**src/rtl/wb_bus_if_pkg.sv**
```systemverilog
// Shared defines for the Wishbone bus interface: reset/stall levels, bus width and FSM states.
package wb_bus_if_pkg;

    localparam logic RstEnable = 1'b1;
    localparam logic Stop      = 1'b1;
    localparam logic NoStop    = 1'b0;
    localparam int   RegBus    = 32;
    localparam logic [RegBus-1:0] ZeroWord = '0;

    typedef enum logic [1:0] {
        IDLE       = 2'd0,
        BUSY       = 2'd1,
        WAIT_STALL = 2'd2
    } bus_state_t;

endpackage

```
**src/rtl/wb_bus_if_if.sv**
```systemverilog
// Wishbone master/slave signal bundle used between wb_bus_if and the bus fabric.
interface wb_bus_if_if;
    import wb_bus_if_pkg::*;

    logic [RegBus-1:0] wb_adr_o;
    logic [RegBus-1:0] wb_dat_o;
    logic [3:0]        wb_sel_o;
    logic              wb_we_o;
    logic              wb_cyc_o;
    logic              wb_stb_o;
    logic [RegBus-1:0] wb_dat_i;
    logic              wb_ack_i;

    modport master (
        output wb_adr_o, wb_dat_o, wb_sel_o, wb_we_o, wb_cyc_o, wb_stb_o,
        input  wb_dat_i, wb_ack_i
    );

    modport slave (
        input  wb_adr_o, wb_dat_o, wb_sel_o, wb_we_o, wb_cyc_o, wb_stb_o,
        output wb_dat_i, wb_ack_i
    );

endinterface

```
**src/rtl/wb_bus_if.sv**
```systemverilog
// CPU-to-Wishbone bridge: one access at a time, result held while the pipeline is stalled elsewhere.
// Define WB_TIMEOUT_EN to abort accesses that see no wb_ack_i within TIMEOUT_CYC cycles.
module wb_bus_if
    import wb_bus_if_pkg::*;
#(
    parameter int TIMEOUT_CYC = 255
) (
    input  logic              clk,
    input  logic              rst,
    input  logic [5:0]        stall,
    input  logic              flush,
    input  logic              cpu_ce_i,
    input  logic              cpu_we_i,
    input  logic [RegBus-1:0] cpu_addr_i,
    input  logic [3:0]        cpu_sel_i,
    input  logic [RegBus-1:0] cpu_data_i,
    output logic [RegBus-1:0] cpu_data_o,
    output logic              stallreq,
    wb_bus_if_if.master       wb,
    output logic              bus_err_o
);

    bus_state_t        r_state;
    bus_state_t        w_nextState;
    logic [RegBus-1:0] r_adr;
    logic [RegBus-1:0] r_dat;
    logic [3:0]        r_sel;
    logic              r_we;
    logic              r_cyc;
    logic              r_stb;
    logic [RegBus-1:0] r_rdBuf;
    logic              w_accept;
    logic              w_done;
    logic              w_drop;
    logic              w_timeout;

`ifdef WB_TIMEOUT_EN
    localparam int CntW = ($clog2(TIMEOUT_CYC + 1) > 8) ? $clog2(TIMEOUT_CYC + 1) : 8;
    localparam logic [CntW-1:0] TimeoutVal = CntW'(TIMEOUT_CYC);
    logic [CntW-1:0] r_cnt;
`else
    logic w_unused_cfg;
    assign w_unused_cfg = |TIMEOUT_CYC;
`endif

    assign wb.wb_adr_o = r_adr;
    assign wb.wb_dat_o = r_dat;
    assign wb.wb_sel_o = r_sel;
    assign wb.wb_we_o  = r_we;
    assign wb.wb_cyc_o = r_cyc;
    assign wb.wb_stb_o = r_stb;
    assign bus_err_o   = w_timeout;

    always_ff @(posedge clk) begin
        if (rst == RstEnable) r_state <= IDLE;
        else                  r_state <= w_nextState;
    end

    // Flush outranks ack, and ack outranks timeout, so a late ack never delivers discarded data.
    always_comb begin
        w_nextState = r_state;
        stallreq    = NoStop;
        cpu_data_o  = ZeroWord;
        w_accept    = 1'b0;
        w_done      = 1'b0;
        w_drop      = 1'b0;
        w_timeout   = 1'b0;
        case (r_state)
            IDLE: begin
                if (cpu_ce_i && !flush) begin
                    stallreq    = Stop;
                    w_accept    = 1'b1;
                    w_nextState = BUSY;
                end
            end
            BUSY: begin
                if (flush) begin
                    w_drop      = 1'b1;
                    w_nextState = IDLE;
                end else if (wb.wb_ack_i) begin
                    w_done      = 1'b1;
                    cpu_data_o  = r_we ? ZeroWord : wb.wb_dat_i;
                    w_nextState = (stall == 6'b0) ? IDLE : WAIT_STALL;
`ifdef WB_TIMEOUT_EN
                end else if (r_cnt == TimeoutVal) begin
                    w_timeout   = 1'b1;
                    w_drop      = 1'b1;
                    cpu_data_o  = 32'hFFFF_FFFF;
                    w_nextState = IDLE;
`endif
                end else begin
                    stallreq = Stop;
                end
            end
            WAIT_STALL: begin
                if (flush) begin
                    w_nextState = IDLE;
                end else begin
                    cpu_data_o = r_rdBuf;
                    if (stall == 6'b0) w_nextState = IDLE;
                end
            end
            default: w_nextState = IDLE;
        endcase
        if (rst == RstEnable) begin
            stallreq   = NoStop;
            cpu_data_o = ZeroWord;
            w_timeout  = 1'b0;
        end
    end

    always_ff @(posedge clk) begin
        if (rst == RstEnable) begin
            r_adr   <= ZeroWord;
            r_dat   <= ZeroWord;
            r_sel   <= 4'b0;
            r_we    <= 1'b0;
            r_cyc   <= 1'b0;
            r_stb   <= 1'b0;
            r_rdBuf <= ZeroWord;
        end else if (w_accept) begin
            r_adr <= cpu_addr_i;
            r_dat <= cpu_data_i;
            r_sel <= cpu_sel_i;
            r_we  <= cpu_we_i;
            r_cyc <= 1'b1;
            r_stb <= 1'b1;
        end else if (w_done) begin
            r_cyc   <= 1'b0;
            r_stb   <= 1'b0;
            r_we    <= 1'b0;
            r_rdBuf <= r_we ? ZeroWord : wb.wb_dat_i;
        end else if (w_drop) begin
            r_cyc <= 1'b0;
            r_stb <= 1'b0;
            r_we  <= 1'b0;
        end
    end

`ifdef WB_TIMEOUT_EN
    always_ff @(posedge clk) begin
        if (rst || flush || w_accept || w_done || w_timeout) r_cnt <= '0;
        else if (r_state == BUSY)                           r_cnt <= r_cnt + CntW'(1);
    end
`endif

endmodule

```
**src/flat_wrapper.sv**
```systemverilog
// flat-port wrapper written by rule: the top's interface ports become plain ports
module wb_bus_if_flat import wb_bus_if_pkg::*;
#(
    parameter int TIMEOUT_CYC = 255
)
  (clk, rst, stall, flush, cpu_ce_i, cpu_we_i, cpu_addr_i, cpu_sel_i, cpu_data_i, cpu_data_o, stallreq, bus_err_o, wb_wb_adr_o, wb_wb_dat_o, wb_wb_sel_o, wb_wb_we_o, wb_wb_cyc_o, wb_wb_stb_o, wb_wb_dat_i, wb_wb_ack_i);
  wb_bus_if_if wb_i ();
  input  logic clk;
  input  logic rst;
  input  logic [5:0] stall;
  input  logic flush;
  input  logic cpu_ce_i;
  input  logic cpu_we_i;
  input  logic [RegBus-1:0] cpu_addr_i;
  input  logic [3:0] cpu_sel_i;
  input  logic [RegBus-1:0] cpu_data_i;
  output logic [RegBus-1:0] cpu_data_o;
  output logic stallreq;
  output logic bus_err_o;
  output wire logic [$bits(wb_i.wb_adr_o)-1:0] wb_wb_adr_o;
  output wire logic [$bits(wb_i.wb_dat_o)-1:0] wb_wb_dat_o;
  output wire logic [$bits(wb_i.wb_sel_o)-1:0] wb_wb_sel_o;
  output wire logic [$bits(wb_i.wb_we_o)-1:0] wb_wb_we_o;
  output wire logic [$bits(wb_i.wb_cyc_o)-1:0] wb_wb_cyc_o;
  output wire logic [$bits(wb_i.wb_stb_o)-1:0] wb_wb_stb_o;
  input wire logic [$bits(wb_i.wb_dat_i)-1:0] wb_wb_dat_i;
  input wire logic [$bits(wb_i.wb_ack_i)-1:0] wb_wb_ack_i;
  assign wb_wb_adr_o = wb_i.wb_adr_o;
  assign wb_wb_dat_o = wb_i.wb_dat_o;
  assign wb_wb_sel_o = wb_i.wb_sel_o;
  assign wb_wb_we_o = wb_i.wb_we_o;
  assign wb_wb_cyc_o = wb_i.wb_cyc_o;
  assign wb_wb_stb_o = wb_i.wb_stb_o;
  assign wb_i.wb_dat_i = wb_wb_dat_i;
  assign wb_i.wb_ack_i = wb_wb_ack_i;
  wb_bus_if #(.TIMEOUT_CYC(TIMEOUT_CYC)) u_core (.clk(clk), .rst(rst), .stall(stall), .flush(flush), .cpu_ce_i(cpu_ce_i), .cpu_we_i(cpu_we_i), .cpu_addr_i(cpu_addr_i), .cpu_sel_i(cpu_sel_i), .cpu_data_i(cpu_data_i), .cpu_data_o(cpu_data_o), .stallreq(stallreq), .wb(wb_i), .bus_err_o(bus_err_o));
endmodule
```
**config.mk**
```make
export PLATFORM = sky130hd
export DESIGN_NAME = wb_bus_if_flat
export DESIGN_NICKNAME = d
export VERILOG_FILES = /design/src/rtl/wb_bus_if_pkg.sv /design/src/rtl/wb_bus_if_if.sv /design/src/rtl/wb_bus_if.sv /design/src/flat_wrapper.sv
export SDC_FILE = /design/constraint.sdc
export NUM_CORES = 1
export LEC_CHECK = 0
export CAP_MARGIN = 40
export CORE_ASPECT_RATIO = 1.5
export CORE_MARGIN = 2
export CORE_UTILIZATION = 30
export CTS_CLUSTER_DIAMETER = 80
export CTS_CLUSTER_SIZE = 12
export DETAILED_ROUTE_END_ITERATION = 10
export SYNTH_ARGS = -nofsm -noshare
export SYNTH_HDL_FRONTEND = slang
export SYNTH_SLANG_ARGS = --single-unit
```
**constraint.sdc**
```tcl
create_clock -name clk -period 4.75 [get_ports clk]
set_clock_uncertainty 0.2 [all_clocks]
set_input_delay 0.95 -clock clk [delete_from_list [all_inputs] [get_ports clk]]
set_output_delay 0.95 -clock clk [all_outputs]
set_load 0.03 [all_outputs]
```
==> results of run 1 <==
kinds of logic (layout without fill, tap and decap cells):
kind of cell	count (synthesis)	after routing	share of synthesized area
compound gates	139	139	0.180
fa+ha+maj	4	4	0.0114
buf+inv	52	243	0.0591
flops	104	104	0.475
mux	1	1	0.00228
other cells	1	1	0.000855
simple gates	284	284	0.272
path summary, 6_finish.rpt:
path	from	endpoint	slack [ns]	cells past startpoint
setup / recovery	flush	cpu_data_o[1]	0.55	6
hold / removal	u_core.wb.wb_dat_o[8]	u_core.wb.wb_dat_o[8]	0.25	2
setup reg to reg	u_core.r_state[1]	u_core.r_rdBuf[15]	2.39	8
hold reg to reg	u_core.wb.wb_dat_o[8]	u_core.wb.wb_dat_o[8]	0.25	2
layout by cell type, fill, tap and decap left out, types with 4 or more instances in the layout:
master	netlist	final
clkdlybuf4s50_1	0	214
nand2_1	204	204
dfxtp_1	104	104
a21oi_1	103	103
nor2_1	33	33
nor2b_1	33	32
a22oi_1	32	32
clkbuf_16	0	9
buf_4	3	9
nand2b_1	4	4
ha_1	4	4
synth_stat cells, drive strengths merged:
cell	count	share of area
nand3	1	0.0011
o21ai	1	0.0011
nand2	205	0.18
and3b	1	0.0020
dfxtp	104	0.47
or3b	1	0.0020
nor3b	1	0.0017
nor2b	33	0.047
and2	1	0.0014
ha	4	0.011
nand4b	1	0.0020
mux2i	1	0.0023
or2	1	0.0014
a21oi	103	0.12
a22oi	32	0.055
conb	1	0.00086
nand2b	4	0.0057
o31ai	1	0.0029
buf	26	0.037
clkbuf	24	0.021
nor4	1	0.0014
inv	2	0.0017
nor2	34	0.030
a21boi	2	0.0034
sequential cells by signal, summed over array words and instances, names as in the netlist:
register            flops
u_core.r_rdBuf         32
u_core.wb.wb_we_o       1
u_core.wb.wb_adr_o     32
u_core.wb.wb_sel_o      4
u_core.r_state          2
u_core.wb.wb_dat_o     32
u_core.wb.wb_cyc_o      1
metal layers:
| layer | vias to the layer above | track usage |
|---|---|---|
| met5 | - | 0 |
| met2 | 173 | 0.299 |
| met1 | 2125 | 0.185 |
| met4 | 0 | 0.0590 |
| met3 | 22 | 0.0653 |
| li1 | 2265 | - |
report_power, final:
part           switching (mW)  internal (mW)
Combinational           0.423          0.297
Sequential             0.0449          0.950
Clock                   0.346          0.418
Total                   0.814           1.67
stage by stage:
| step | total power, mW | setup WS (ns) | instances | utilization | hold WS (ns) |
|---|---|---|---|---|---|
| 2_1_floorplan | 1.44 | 1.48 | 585 | - | 0.236 |
| 3_3_place_gp | 1.72 | 0.568 | 954 | 0.458 | 0.241 |
| 3_5_place_dp | 1.74 | 0.549 | 956 | 0.461 | 0.247 |
| 4_1_cts | 2.52 | 0.547 | 972 | 0.482 | 0.258 |
| 5_1_grt | 2.61 | 0.381 | 972 | 0.482 | 0.272 |
| 6_report | 2.48 | 0.553 | 972 | 0.482 | 0.254 |
worst register-to-register path: stages (launching register included):
cell and delay, ns:
dfxtp_1 0.32, inv_1 0.13, ha_1 0.24, and3b_1 0.17, buf_4 0.33, and2_1 0.31, buf_4 0.33, nand2_1 0.11
a21oi_1 0.14
area by class of cell:
cell class | instances | area [um^2]
Fill cell | 1437 | 7450
Timing Repair Buffer | 225 | 2250
Sequential cell | 104 | 2080
Multi-Input combinational cell | 429 | 2050
Tap cell | 196 | 245
Clock buffer | 10 | 229
Clock inverter | 6 | 75.1
Inverter | 2 | 7.51
==> results.py, run 1 <==
metrics = {
    "status": {
        "outcome": "finished, final reports clean",
    },
    "synth": {
        "postSynthCellCount": 585,
        "post_synth_num_cell_types": 29,
        "yosysWarnings": 0,
        "postSynthAreaPerCell_um2": 7.49,
        "ys_seq_elements": 104,
        "syn-num-nets": 701,
        "yosysSeqAreaShare": 0.475,
        "syn-cell-area_mm2": 0.00438,
    },
    "worst_setup_path": {
        "path_cells": "clkdlybuf4s50_1, and3b_1, buf_4, a22oi_1, nor2_1, clkdlybuf4s50_1",
        "cp_num_buf_inv": 3,
        "cpMaxStageDelayCell": "clkdlybuf4s50_1",
        "crit_required_ns": 3.60,
        "worstPathArrival_ns": 3.05,
        "critPathCaptureType": "primary output",
        "max_stage_delay_ns": 0.68,
        "cp_common_cell": "clkdlybuf4s50_1",
        "critPathKind": "in -> out",
        "critPathMaxFanout": 34,
        "crit_path_start_kind": "input port",
        "crit_family": "buffers and inverters",
    },
    "finish": {
        "antenna_cells": 0,
        "drive_gt1_frac": 0.0399,
        "finalNetCount": 887,
        "area_growth_pct": 58.3,
        "final_area_mm2": 0.00694,
    },
    "floorplanning": {
        "die-area_mm2": 0.0156,
        "row_count": 54,
        "initial_utilization": 0.305,
        "pin_count": 217,
        "die_x_um": 103,
        "core_mm2": 0.0144,
        "die_h_um": 152,
    },
    "drt": {
        "top_layer": "met4",
        "wl_per_cell_um": 13.8,
        "routed_wl_um": 13400,
        "met1Wirelength_um": 5170,
        "drt-pass1-iter-count": 4,
        "detail-route-antenna-nets": 0,
        "vias": 4585,
        "wl_met2_um": 6790,
        "drc_errors": 0,
        "met3RoutedLength_um": 1190,
        "via_per_inst": 4.72,
        "drt_iter0_markers": 111,
    },
    "clock_network": {
        "clk_path_buf_depth": 2,
        "cts_tree": "yes",
        "h-tree-depth": 3,
        "cts_buffers": 9,
        "post_cts_buffers": 0,
        "path_clk_slew_ns": 0.07,
        "clock_sinks": 104,
        "holdBufCountCts": 0,
        "root_buffer": "clkbuf_16",
        "clk_latency_ns": 0.34,
        "cts_resized": 0,
    },
    "global_route": {
        "grt_pass1_wl_um": 21700,
        "grt_overflow": 0,
        "antenna_found_initial": 0,
        "grt_usage": 0.171,
        "grt_pass1_vias": 4573,
        "grt_start_max_net_pins": 71,
    },
    "placed_design": {
        "gp_congestion": 0.747,
        "port_buffers": 215,
        "place_area_mm2": 0.00664,
        "dp_hpwl_um": 9510,
    },
    "timing": {
        "rsz0062_at_grt": "no",
        "finalHoldViolations": 0,
        "fin_crit_ns": 4.20,
        "finalMaxSlewViolations": 0,
        "slew_headroom": 0.497,
        "timing.fmax_mhz": 238,
        "fin_setup_tns_ns": 0,
        "tightest_slew_ns": 0.754,
        "finalCritPeriodShare": 0.884,
        "finalSetupViolations": 0,
    },
    "run": {
        "maxCapViolations": 0,
    },
    "power_and_ir_drop": {
        "p_leak_nw": 2.34,
        "ir_worst_vdd_mv": 0.178,
        "pwr_density_cell_mw_per_mm2": 357,
    },
    "worst_hold_path": {
        "hold_path_class": "reg -> reg",
    },
}
Note: power is estimated with default switching activity, not from simulation.
==> run 2: changes to the inputs <==
- CAP_MARGIN: 40 -> default
- SKIP_CTS_REPAIR_TIMING: default -> 1
==> run 2 against run 1 <==
Net effect: sequential power is 0.4% higher; cell count down 0.21%; non-clock buffer count down 2; first-iteration DRC count increased by 21%; global-route usage decreased by 0.18 points; hold slack worse by 0.0012 ns; critical path type unchanged; largest cell class unchanged; largest power group unchanged.
==> results.py, run 2 (synthesized netlist as in run 1, its figures left out) <==
metrics = {
    "status": {
        "outcome": "finished, final reports clean",
    },
    "timing": {
        "finalSetupViolations": 0,
        "finalHoldViolations": 0,
        "slew_headroom": 0.207,
        "rsz0062_at_grt": "no",
        "finalCritPeriodShare": 0.881,
        "setup_slack_ns": 0.564,
        "fin_crit_ns": 4.19,
        "fin_setup_tns_ns": 0,
        "finalMaxSlewViolations": 0,
        "timing.fmax_mhz": 239,
        "tightest_slew_ns": 1.19,
    },
    "drt": {
        "routed_wl_um": 13300,
        "drc_errors": 0,
        "drt-pass1-iter-count": 5,
        "drt_iter0_markers": 134,
        "wl_per_cell_um": 13.7,
        "vias": 4502,
        "detail-route-antenna-nets": 0,
        "via_per_inst": 4.64,
    },
    "power_and_ir_drop": {
        "intPower_mw": 1.67,
        "pwr_density_cell_mw_per_mm2": 359,
        "pwr-share-seq": 0.403,
        "combPwrFrac": 0.287,
        "p_switching_uw": 803,
        "p_leak_nw": 2.33,
        "p_clk_frac": 0.310,
        "switching_share": 0.324,
        "ir_worst_vdd_mv": 0.169,
    },
    "worst_hold_path": {
        "hold_path_class": "reg -> reg",
    },
    "global_route": {
        "grt_overflow": 0,
        "antenna_found_initial": 0,
        "grt_start_max_net_pins": 107,
        "grt_pass1_vias": 4557,
        "grt_pass1_wl_um": 21600,
        "grt_usage": 0.169,
    },
    "finish": {
        "final_cell_mix": "214 x clkdlybuf4s50_1, 204 x nand2_1, 104 x dfxtp_1",
        "drive_gt1_frac": 0.0388,
        "finalNetCount": 885,
        "antenna_cells": 0,
        "layout.cells.non_filler": 970,
        "area_growth_pct": 57.6,
        "layout_commonest_cell": "clkdlybuf4s50_1",
        "final_area_mm2": 0.00691,
    },
    "worst_setup_path": {
        "worstPathArrival_ns": 3.04,
        "reg2regPathDepth": 8,
        "critPathCaptureType": "primary output",
        "timing.rr.start": "u_core.r_state[1]",
        "worstSetupEndpoint": "cpu_data_o[30]",
        "rrSetupSlack_ns": 2.40,
        "critPathKind": "in -> out",
        "crit_path_start_kind": "input port",
        "startpoint": "flush",
        "crit_required_ns": 3.60,
        "critPathMaxFanout": 34,
        "r2r-end": "u_core.r_rdBuf[15]",
    },
    "placed_design": {
        "gp_congestion": 0.747,
        "port_buffers": 215,
        "dp_hpwl_um": 9240,
        "place_ws_ns": 0.558,
        "dpl.cell_count": 954,
        "place_area_mm2": 0.00660,
    },
    "floorplanning": {
        "die_x_um": 103,
        "die-area_mm2": 0.0156,
        "die_h_um": 152,
        "core_mm2": 0.0144,
        "initial_utilization": 0.305,
        "pin_count": 217,
        "row_count": 54,
    },
    "clock_network": {
        "cts_buffers": 9,
        "cts_tree": "yes",
        "root_buffer": "clkbuf_16",
        "clk_path_buf_depth": 2,
        "clk_latency_ns": 0.33,
        "clock_sinks": 104,
        "path_clk_slew_ns": 0.07,
        "h-tree-depth": 3,
    },
    "run": {
        "maxCapViolations": 0,
    },
}
-- run 2: cell count changes in the layout (fill, tap and decap cells not counted) --
cell,change
inv_6,-1
buf_16,-1
clkbuf_8,+1
buf_8,-1
clkinv_4,+1
clkbuf_1,-1
-- run 2: how the worst min path moves through the flow --
stage | startpoint | to | cells past startpoint | slack (ns)
finish | u_core.wb.wb_adr_o[2] | u_core.wb.wb_adr_o[2] | 2 | 0.25
global route | u_core.wb.wb_adr_o[8] | u_core.wb.wb_adr_o[8] | 2 | 0.27
CTS | u_core.wb.wb_adr_o[2] | u_core.wb.wb_adr_o[2] | 2 | 0.26
detailed placement | u_core.wb.wb_adr_o[8] | u_core.wb.wb_adr_o[8] | 2 | 0.25
global placement | u_core.wb.wb_adr_o[21] | u_core.wb.wb_adr_o[21] | 2 | 0.24
floorplan | u_core.r_rdBuf[30] | u_core.r_rdBuf[30] | 2 | 0.24
-- run 2: layout make-up --
cell class	count	area, um^2
Tap cell	196	245
Timing Repair Buffer	223	2210
Clock inverter	6	75.1
Clock buffer	10	239
Inverter	2	7.51
Sequential cell	104	2080
Multi-Input combinational cell	429	2050
Fill cell	1428	7480
-- run 2: power by group through the flow --
stage                     combinational, mW  sequential, mW  clock, mW
after floorplan                       0.320            1.12          0
final                                 0.711           0.999      0.768
after CTS                             0.721            1.00      0.801
after detailed placement              0.717            1.02          0
after global routing                  0.777            1.01      0.831
after global placement                0.709            1.02          0
-- run 2: critical path: stages --
cell             delay, ns
clkdlybuf4s50_1       0.54
and3b_1               0.27
buf_4                 0.33
a22oi_1               0.15
nor2_1                0.11
clkdlybuf4s50_1       0.67
-- run 2: routing by layer --
layer	wire length (um)	GRT usage	up-vias	part of all wire
li1	-	-	2265	-
met1	5200	0.189	2075	0.39
met2	6780	0.295	150	0.51
met3	1070	0.0575	12	0.081
met4	199	0.0571	0	0.015
met5	0	0	-	0
-- run 2: through the flow --
step	total power, mW	util	hold WS (ns)
3_5_place_dp	1.74	0.458	0.247
3_3_place_gp	1.72	0.458	0.241
4_1_cts	2.52	0.480	0.257
2_1_floorplan	1.44	-	0.236
5_1_grt	2.62	0.480	0.272
6_report	2.48	0.480	0.253
==> run 3: changes to the inputs <==
- ABC_CLOCK_PERIOD_IN_PS: default -> 4750
==> results of run 3 <==
No change in the layout: final DEF, timing and power equal those of run 2.
